==> src/rtl/video_timing_gen_if.sv <==
// Bundles the pixel enable, the timing configuration and the raster timing
// outputs of video_timing_gen. The generator connects through slave and
// its driver or consumer connects through master.
interface video_timing_gen_if #(
  parameter int X_BITS     = 12,
  parameter int Y_BITS     = 12,
  parameter int FRAME_BITS = 8
);
  logic                  ce_pix;
  logic                  cfg_we;
  logic [X_BITS-1:0]     cfg_h_total;
  logic [X_BITS-1:0]     cfg_h_fp;
  logic [X_BITS-1:0]     cfg_h_bp;
  logic [X_BITS-1:0]     cfg_h_sync;
  logic [X_BITS-1:0]     cfg_hv_offset;
  logic [Y_BITS-1:0]     cfg_v_total;
  logic [Y_BITS-1:0]     cfg_v_fp;
  logic [Y_BITS-1:0]     cfg_v_bp;
  logic [Y_BITS-1:0]     cfg_v_sync;
  logic                  cfg_interlace;
  logic                  cfg_hs_pol;
  logic                  cfg_vs_pol;
  logic                  cfg_pending;
  logic                  hs;
  logic                  vs;
  logic                  hde;
  logic                  vde;
  logic                  de;
  logic                  field;
  logic                  sof;
  logic [X_BITS-1:0]     h_count;
  logic [Y_BITS-1:0]     v_count;
  logic [X_BITS-1:0]     x;
  logic [Y_BITS-1:0]     y;
  logic [FRAME_BITS-1:0] frame_cnt;

  modport slave (
    input  ce_pix, cfg_we, cfg_h_total, cfg_h_fp, cfg_h_bp, cfg_h_sync, cfg_hv_offset,
           cfg_v_total, cfg_v_fp, cfg_v_bp, cfg_v_sync, cfg_interlace, cfg_hs_pol, cfg_vs_pol,
    output cfg_pending, hs, vs, hde, vde, de, field, sof, h_count, v_count, x, y, frame_cnt
  );

  modport master (
    output ce_pix, cfg_we, cfg_h_total, cfg_h_fp, cfg_h_bp, cfg_h_sync, cfg_hv_offset,
           cfg_v_total, cfg_v_fp, cfg_v_bp, cfg_v_sync, cfg_interlace, cfg_hs_pol, cfg_vs_pol,
    input  cfg_pending, hs, vs, hde, vde, de, field, sof, h_count, v_count, x, y, frame_cnt
  );
endinterface

==> src/rtl/video_timing_gen.sv <==
// Raster timing generator: pixel-enable driven h/v counters, interlaced
// fields with a half-line VS offset in field 1, per-signal sync polarity,
// and a double-buffered configuration that swaps in only at frame end.
module video_timing_gen #(
  parameter int X_BITS     = 12,
  parameter int Y_BITS     = 12,
  parameter int FRAME_BITS = 8
) (
  input  logic clk,
  input  logic reset,
  video_timing_gen_if.slave vif
);

  typedef struct packed {
    logic [X_BITS-1:0] h_total;
    logic [X_BITS-1:0] h_fp;
    logic [X_BITS-1:0] h_bp;
    logic [X_BITS-1:0] h_sync;
    logic [X_BITS-1:0] hv_offset;
    logic [Y_BITS-1:0] v_total;
    logic [Y_BITS-1:0] v_fp;
    logic [Y_BITS-1:0] v_bp;
    logic [Y_BITS-1:0] v_sync;
    logic              interlace;
    logic              hs_pol;
    logic              vs_pol;
  } cfg_t;

  cfg_t w_cfg_in;
  cfg_t r_act;
  cfg_t r_pend;
  logic r_pending;

  // Internal timing state (the position being described next)
  logic [X_BITS-1:0]     r_h;
  logic [Y_BITS-1:0]     r_v;
  logic                  r_field;
  logic [FRAME_BITS-1:0] r_frame;
  logic                  r_vs_i;

  // Registered outputs
  logic                  r_hs, r_vs, r_hde, r_vde, r_de, r_sof, r_field_out;
  logic [X_BITS-1:0]     r_h_out, r_x;
  logic [Y_BITS-1:0]     r_v_out, r_y;
  logic [FRAME_BITS-1:0] r_frame_out;

  // Combinational next-state and decode
  logic [X_BITS-1:0] w_h_last, w_h_next, w_off, w_off_sum, w_h_start, w_h_end;
  logic [Y_BITS-1:0] w_v_last, w_v_next, w_v_start, w_v_end;
  logic              w_line_end, w_v_wrap, w_frame_end, w_field_next;
  logic              w_hs_i, w_hde, w_vde, w_vs_i_next;

  assign w_cfg_in = '{
    h_total:   vif.cfg_h_total,  h_fp: vif.cfg_h_fp, h_bp: vif.cfg_h_bp,
    h_sync:    vif.cfg_h_sync,   hv_offset: vif.cfg_hv_offset,
    v_total:   vif.cfg_v_total,  v_fp: vif.cfg_v_fp, v_bp: vif.cfg_v_bp,
    v_sync:    vif.cfg_v_sync,   interlace: vif.cfg_interlace,
    hs_pol:    vif.cfg_hs_pol,   vs_pol: vif.cfg_vs_pol
  };

  // Counter advance, field/frame tracking and sync/active-region decode
  always_comb begin
    w_h_last   = r_act.h_total - X_BITS'(1);
    w_line_end = (r_h == w_h_last);
    // Compare with >= so an illegal or shrunken total can never strand the counters
    if (r_act.h_total < X_BITS'(2))  w_h_next = '0;
    else if (r_h >= w_h_last)        w_h_next = '0;
    else                             w_h_next = r_h + X_BITS'(1);

    // Field 1 of an interlaced frame carries one extra line
    w_v_last = (r_act.interlace && r_field) ? r_act.v_total : r_act.v_total - Y_BITS'(1);
    w_v_wrap = w_line_end && (r_v >= w_v_last);
    if (!w_line_end)   w_v_next = r_v;
    else if (w_v_wrap) w_v_next = '0;
    else               w_v_next = r_v + Y_BITS'(1);

    w_frame_end  = w_v_wrap && (r_field == r_act.interlace);
    w_field_next = r_act.interlace ? (w_v_wrap ? ~r_field : r_field) : 1'b0;

    // VS edge column: field 1 is shifted by half a line, folded back into the line
    w_off_sum = r_act.hv_offset + (r_act.h_total >> 1);
    if (r_act.interlace && r_field)
      w_off = (w_off_sum >= r_act.h_total) ? w_off_sum - r_act.h_total : w_off_sum;
    else
      w_off = r_act.hv_offset;

    w_h_start = r_act.h_sync + r_act.h_bp;
    w_h_end   = r_act.h_total - r_act.h_fp - X_BITS'(1);
    w_v_start = r_act.v_sync + r_act.v_bp;
    w_v_end   = r_act.v_total - r_act.v_fp - Y_BITS'(1);
    w_hs_i    = (r_h < r_act.h_sync);
    w_hde     = (r_h >= w_h_start) && (r_h <= w_h_end);
    w_vde     = (r_v >= w_v_start) && (r_v <= w_v_end);

    if (r_v == '0 && r_h == w_off)                 w_vs_i_next = 1'b1;
    else if (r_v == r_act.v_sync && r_h == w_off)  w_vs_i_next = 1'b0;
    else                                           w_vs_i_next = r_vs_i;
  end

  // Timing state and double-buffered configuration
  always_ff @(posedge clk) begin
    if (reset) begin
      r_act     <= w_cfg_in;
      r_pend    <= w_cfg_in;
      r_pending <= 1'b0;
      r_h       <= '0;
      r_v       <= '0;
      r_field   <= 1'b0;
      r_frame   <= '0;
    end else begin
      if (vif.ce_pix) begin
        r_h     <= w_h_next;
        r_v     <= w_v_next;
        r_field <= w_field_next;
        if (w_v_wrap) r_frame <= r_frame + FRAME_BITS'(1);
        if (w_frame_end && r_pending) begin
          r_act     <= r_pend;
          r_pending <= 1'b0;
        end
      end
      // A write landing on the apply cycle stays pending for the next frame
      if (vif.cfg_we) begin
        r_pend    <= w_cfg_in;
        r_pending <= 1'b1;
      end
    end
  end

  // Output registers: each ce publishes the position held before it
  always_ff @(posedge clk) begin
    if (reset) begin
      r_hs        <= vif.cfg_hs_pol;
      r_vs        <= vif.cfg_vs_pol;
      r_vs_i      <= 1'b0;
      r_hde       <= 1'b0;
      r_vde       <= 1'b0;
      r_de        <= 1'b0;
      r_sof       <= 1'b0;
      r_field_out <= 1'b0;
      r_h_out     <= '0;
      r_v_out     <= '0;
      r_x         <= '0;
      r_y         <= '0;
      r_frame_out <= '0;
    end else begin
      r_sof <= vif.ce_pix && (r_h == '0) && (r_v == '0);
      if (vif.ce_pix) begin
        r_vs_i      <= w_vs_i_next;
        r_hs        <= w_hs_i ^ r_act.hs_pol;
        r_vs        <= w_vs_i_next ^ r_act.vs_pol;
        r_hde       <= w_hde;
        r_vde       <= w_vde;
        r_de        <= w_hde && w_vde;
        r_field_out <= r_field;
        r_h_out     <= r_h;
        r_v_out     <= r_v;
        r_x         <= r_h - w_h_start;
        r_y         <= r_v - w_v_start;
        r_frame_out <= r_frame;
      end
    end
  end

  assign vif.cfg_pending = r_pending;
  assign vif.hs          = r_hs;
  assign vif.vs          = r_vs;
  assign vif.hde         = r_hde;
  assign vif.vde         = r_vde;
  assign vif.de          = r_de;
  assign vif.field       = r_field_out;
  assign vif.sof         = r_sof;
  assign vif.h_count     = r_h_out;
  assign vif.v_count     = r_v_out;
  assign vif.x           = r_x;
  assign vif.y           = r_y;
  assign vif.frame_cnt   = r_frame_out;

endmodule

==> src/flat_wrapper.sv <==
// flat-port wrapper written by rule: the top's interface ports become plain ports
module video_timing_gen_flat 
#(
  parameter int X_BITS     = 12,
  parameter int Y_BITS     = 12,
  parameter int FRAME_BITS = 8
)
  (clk, reset, vif_ce_pix, vif_cfg_we, vif_cfg_h_total, vif_cfg_h_fp, vif_cfg_h_bp, vif_cfg_h_sync, vif_cfg_hv_offset, vif_cfg_v_total, vif_cfg_v_fp, vif_cfg_v_bp, vif_cfg_v_sync, vif_cfg_interlace, vif_cfg_hs_pol, vif_cfg_vs_pol, vif_cfg_pending, vif_hs, vif_vs, vif_hde, vif_vde, vif_de, vif_field, vif_sof, vif_h_count, vif_v_count, vif_x, vif_y, vif_frame_cnt);
  video_timing_gen_if #(.X_BITS(X_BITS), .Y_BITS(Y_BITS), .FRAME_BITS(FRAME_BITS)) vif_i ();
  input  logic clk;
  input  logic reset;
  input wire logic [$bits(vif_i.ce_pix)-1:0] vif_ce_pix;
  input wire logic [$bits(vif_i.cfg_we)-1:0] vif_cfg_we;
  input wire logic [$bits(vif_i.cfg_h_total)-1:0] vif_cfg_h_total;
  input wire logic [$bits(vif_i.cfg_h_fp)-1:0] vif_cfg_h_fp;
  input wire logic [$bits(vif_i.cfg_h_bp)-1:0] vif_cfg_h_bp;
  input wire logic [$bits(vif_i.cfg_h_sync)-1:0] vif_cfg_h_sync;
  input wire logic [$bits(vif_i.cfg_hv_offset)-1:0] vif_cfg_hv_offset;
  input wire logic [$bits(vif_i.cfg_v_total)-1:0] vif_cfg_v_total;
  input wire logic [$bits(vif_i.cfg_v_fp)-1:0] vif_cfg_v_fp;
  input wire logic [$bits(vif_i.cfg_v_bp)-1:0] vif_cfg_v_bp;
  input wire logic [$bits(vif_i.cfg_v_sync)-1:0] vif_cfg_v_sync;
  input wire logic [$bits(vif_i.cfg_interlace)-1:0] vif_cfg_interlace;
  input wire logic [$bits(vif_i.cfg_hs_pol)-1:0] vif_cfg_hs_pol;
  input wire logic [$bits(vif_i.cfg_vs_pol)-1:0] vif_cfg_vs_pol;
  output wire logic [$bits(vif_i.cfg_pending)-1:0] vif_cfg_pending;
  output wire logic [$bits(vif_i.hs)-1:0] vif_hs;
  output wire logic [$bits(vif_i.vs)-1:0] vif_vs;
  output wire logic [$bits(vif_i.hde)-1:0] vif_hde;
  output wire logic [$bits(vif_i.vde)-1:0] vif_vde;
  output wire logic [$bits(vif_i.de)-1:0] vif_de;
  output wire logic [$bits(vif_i.field)-1:0] vif_field;
  output wire logic [$bits(vif_i.sof)-1:0] vif_sof;
  output wire logic [$bits(vif_i.h_count)-1:0] vif_h_count;
  output wire logic [$bits(vif_i.v_count)-1:0] vif_v_count;
  output wire logic [$bits(vif_i.x)-1:0] vif_x;
  output wire logic [$bits(vif_i.y)-1:0] vif_y;
  output wire logic [$bits(vif_i.frame_cnt)-1:0] vif_frame_cnt;
  assign vif_i.ce_pix = vif_ce_pix;
  assign vif_i.cfg_we = vif_cfg_we;
  assign vif_i.cfg_h_total = vif_cfg_h_total;
  assign vif_i.cfg_h_fp = vif_cfg_h_fp;
  assign vif_i.cfg_h_bp = vif_cfg_h_bp;
  assign vif_i.cfg_h_sync = vif_cfg_h_sync;
  assign vif_i.cfg_hv_offset = vif_cfg_hv_offset;
  assign vif_i.cfg_v_total = vif_cfg_v_total;
  assign vif_i.cfg_v_fp = vif_cfg_v_fp;
  assign vif_i.cfg_v_bp = vif_cfg_v_bp;
  assign vif_i.cfg_v_sync = vif_cfg_v_sync;
  assign vif_i.cfg_interlace = vif_cfg_interlace;
  assign vif_i.cfg_hs_pol = vif_cfg_hs_pol;
  assign vif_i.cfg_vs_pol = vif_cfg_vs_pol;
  assign vif_cfg_pending = vif_i.cfg_pending;
  assign vif_hs = vif_i.hs;
  assign vif_vs = vif_i.vs;
  assign vif_hde = vif_i.hde;
  assign vif_vde = vif_i.vde;
  assign vif_de = vif_i.de;
  assign vif_field = vif_i.field;
  assign vif_sof = vif_i.sof;
  assign vif_h_count = vif_i.h_count;
  assign vif_v_count = vif_i.v_count;
  assign vif_x = vif_i.x;
  assign vif_y = vif_i.y;
  assign vif_frame_cnt = vif_i.frame_cnt;
  video_timing_gen #(.X_BITS(X_BITS), .Y_BITS(Y_BITS), .FRAME_BITS(FRAME_BITS)) u_core (.clk(clk), .reset(reset), .vif(vif_i));
endmodule
==> config.mk <==
export PLATFORM = sky130hd
export DESIGN_NAME = video_timing_gen_flat
export DESIGN_NICKNAME = d
export VERILOG_FILES = /design/src/rtl/video_timing_gen_if.sv /design/src/rtl/video_timing_gen.sv /design/src/flat_wrapper.sv
export SDC_FILE = /design/constraint.sdc
export NUM_CORES = 1
export LEC_CHECK = 0
export CAP_MARGIN = 20
export CORE_MARGIN = 1
export CORE_UTILIZATION = 53
export DETAILED_ROUTE_END_ITERATION = 10
export GPL_ROUTABILITY_DRIVEN = 0
export PLACE_DENSITY = 0.78
export SLEW_MARGIN = 20
export SYNTH_ARGS = -nofsm -noshare
export SYNTH_HDL_FRONTEND = slang
export SYNTH_SLANG_ARGS = --single-unit
export TNS_END_PERCENT = 1
==> constraint.sdc <==
create_clock -name clk -period 14.5 [get_ports clk]
set_input_delay 4.35 -clock clk [delete_from_list [all_inputs] [get_ports clk]]
set_output_delay 4.35 -clock clk [all_outputs]
set_load 0.02 [all_outputs]
==> impl_metrics.ini <==
[cells_and_area]
layout-area-overhead-vs-synth_pct = 17.8
nFillCells = 2645
nNetsFinal = 2066
final_layout_size_suffix_gt1_share_pct = 11.3
final_cell_area_sq_um = 21500
finalCoreUtilization_pct = 63.8

[synthesis]
synth_area_leaders = edfxtp_1, ha_1, dfxtp_1
synth_top_cell_by_area = edfxtp_1
synth-warning-count = 0
synthFlopType = edfxtp_1
netlist_instances = 1610
ys_seq_area_share_pct = 47.4
avgSynthCellArea_sq_um = 11.3
syn_area_sq_um = 18200
ys_types = 75
synth-edff-count = 224
synthArstFlopShare_pct = 0
syn-num-nets = 1892
yosys.area.top_type_share_pct = 36.9
yosys_register_bits = 320

[pwr]
p_total_w = 0.00260
power_per_cell_area_nw_per_um2 = 121
p_leak_nw = 8.68
combinationalPowerShare_pct = 25.2
switchingPower_w = 0.000755
pwr-share-seq_pct = 42.8
switching_share_pct = 29.1
clkPwrFrac_pct = 32.0
p_int_w = 0.00184
vdd_ir_drop_max_v = 0.0000879

[clocking]
htreeDepth = 2
ctsResizeCount = 0
insertion_delay_ps = 510
clock_sinks = 320
root_buffer = clkbuf_16
cts_buffer_depth = 3
cts_setup_buffers = 0
numCtsBuffers = 35
path_clk_slew_ps = 60
holdBufCountCts = 0
cts_tree = done

[sta]
setup_ws_ps = 6640
max_freq_ghz = 0.127
setup_viol = 0
slew_headroom_pct = 30.1
drv_slew = 0
skew_ps = 14.6
rsz0062_at_grt = no
hold_viol_final = 0
period_share_pct = 54.2
worst_pin_slew_ps = 1020
setup_tns_ps = 0
post-route-min-period_ps = 7860

[global_routing]
grt_usage_pct = 24.8
overflow = 0
grt_pass1_wl_microns = 69400
grt_antenna_before_repair = 1
met1_usage_pct = 32.3
top_usage_layer = met2
grt_pass1_vias = 13400
grt_max_degree = 75
met2_usage_pct = 41.9
use_met3_pct = 3.33

[run]
cap_violations = 0

[worst_setup_path]
critical_path.reg2reg.endpoint = u_core.vif.vs
cp_data_required_time_ps = 14620
cp.arrival_ps = 7990
ff2ff_setup_slack_ps = 9070
crit_type = input port to register
crit_fanout = 74
crit_path_start_kind = input port
reg2reg_from = u_core.r_act[104]
end_kind = register
ff2ff_path_depth = 15

[drt]
drt_wl_total_microns = 43100
via_per_inst = 5.75
num_vias = 13000
drtIter0Drc = 998
firstDrtPassIters = 8
wl_per_cell_microns = 19.1
ant_nets = 0
drc_errors = 0

[place]
placed_area_sq_um = 20400
hpwl_microns = 30900
place_ws_ps = 6080
io_buffers = 178

[outcome]
status = finished, final reports clean

[min_path]
whs_path_depth = 2
whs_endpoint = u_core.vif.y[6]
hp-start = u_core.vif.y[6]
hp-class = register to register

[floorplan]
core-area_sq_um = 33700
io_pins = 179
die_h_microns = 188
rows = 67
die_width_microns = 188
die_area_sq_um = 35200
start_util_pct = 54.1
-- through the flow --
step	cells	hold slack, ps
CTS	2257	501
global placement	2195	478
detailed placement	2195	486
finish	2258	498
global route	2257	515
floorplan	1610	479
-- synthesized netlist by cell type (6+ instances only) --
library cell and count:
o21a_1 10, nand2_1 47, nor3_1 29, o21bai_1 10, o21ai_0 54, xor2_1 50, mux2i_1 46, nand2b_1 20
nand4_1 23, a211oi_1 11, a21o_1 36, nand3_1 36, a31oi_1 18, a21oi_1 73, fa_1 8, a21boi_0 6
nor2b_1 18, inv_1 101, mux2_2 120, buf_6 6, ha_1 159, edfxtp_1 224, nor2_1 142, or3_1 10
clkbuf_1 34, dfxtp_1 96, and3_1 9, xnor2_1 91, o41ai_1 11, a22o_1 13, buf_1 7, nor4_1 14
-- power groups by stage --
stage | logic [W] | clock network (W) | registers, W
after global placement | 0.000624 | 0 | 0.00113
after CTS | 0.000650 | 0.000846 | 0.00111
final | 0.000654 | 0.000831 | 0.00111
after floorplan | 0.000456 | 0 | 0.00113
after detailed placement | 0.000644 | 0 | 0.00113
after global routing | 0.000726 | 0.000883 | 0.00112
-- sequential cells by signal (all words and copies together) (netlist names), 12 cells and up --
signal and count:
u_core.r_act 111, u_core.r_pend 111, u_core.r_h 12, u_core.r_v 12, u_core.vif.h_count 12, u_core.vif.v_count 12, u_core.vif.x 12, u_core.vif.y 12
-- kinds of logic after synthesis --
logic type | share of synthesized area, %
AO/OA/AOI/OAI | 10.3
XOR/XNOR | 6.77
adder cells (fa/ha/maj) | 11.8
buffers and inverters | 3.70
flip-flops | 47.4
multiplexers | 9.93
AND/OR/NAND/NOR | 10.1
-- worst max-delay path, stage by stage --
cell     delay, ps
buf_2           80
buf_4          650
inv_1          500
nor4_2         720
nor4b_2        300
buf_4          240
nand2_1        130
o21ai_4        140
buf_4          780
-- routing by layer --
| metal | vias to the layer above | routed length [microns] |
|---|---|---|
| li1 | 6261 | - |
| met1 | 6237 | 18600 |
| met2 | 388 | 20500 |
| met3 | 103 | 2380 |
| met4 | 0 | 1550 |
| met5 | - | 0 |
-- final cells by class --
type | instances | area, sq um | share of cell area [%]
multi-input combinational | 1132 | 8950 | 41.6
sequential | 320 | 8650 | 40.2
timing repair buffer | 192 | 1880 | 8.76
clock buffer | 52 | 1000 | 4.67
tap | 448 | 561 | 2.61
inverter | 103 | 387 | 1.80
clock inverter | 10 | 57.6 | 0.268
antenna | 1 | 2.50 | 0.0116
-- worst max-delay path by stage --
stage | depth (start not counted) | slack (ps) | end | start
after floorplan | 7 | 70 | u_core.r_act[0] | vif_ce_pix
after global placement | 10 | 6260 | u_core.r_h[5] | vif_ce_pix
after detailed placement | 10 | 6080 | u_core.r_h[9] | vif_ce_pix
after CTS | 10 | 6570 | u_core.r_h[5] | vif_ce_pix
after global routing | 9 | 6320 | u_core.r_act[59] | vif_ce_pix
final | 9 | 6640 | u_core.r_act[59] | vif_ce_pix
-- cell usage in the layout, fill, tap and decap left out, drive strengths merged, types with 36 or more instances in the layout --
cell / count
a21o: 36
a21oi: 74
clkbuf: 52
clkdlybuf4s50: 176
dfxtp: 96
edfxtp: 224
ha: 159
inv: 103
mux2: 120
mux2i: 46
nand2: 48
nand3: 36
nor2: 142
o21ai: 56
xnor2: 91
xor2: 50
Power figures use the tool's default switching activity.
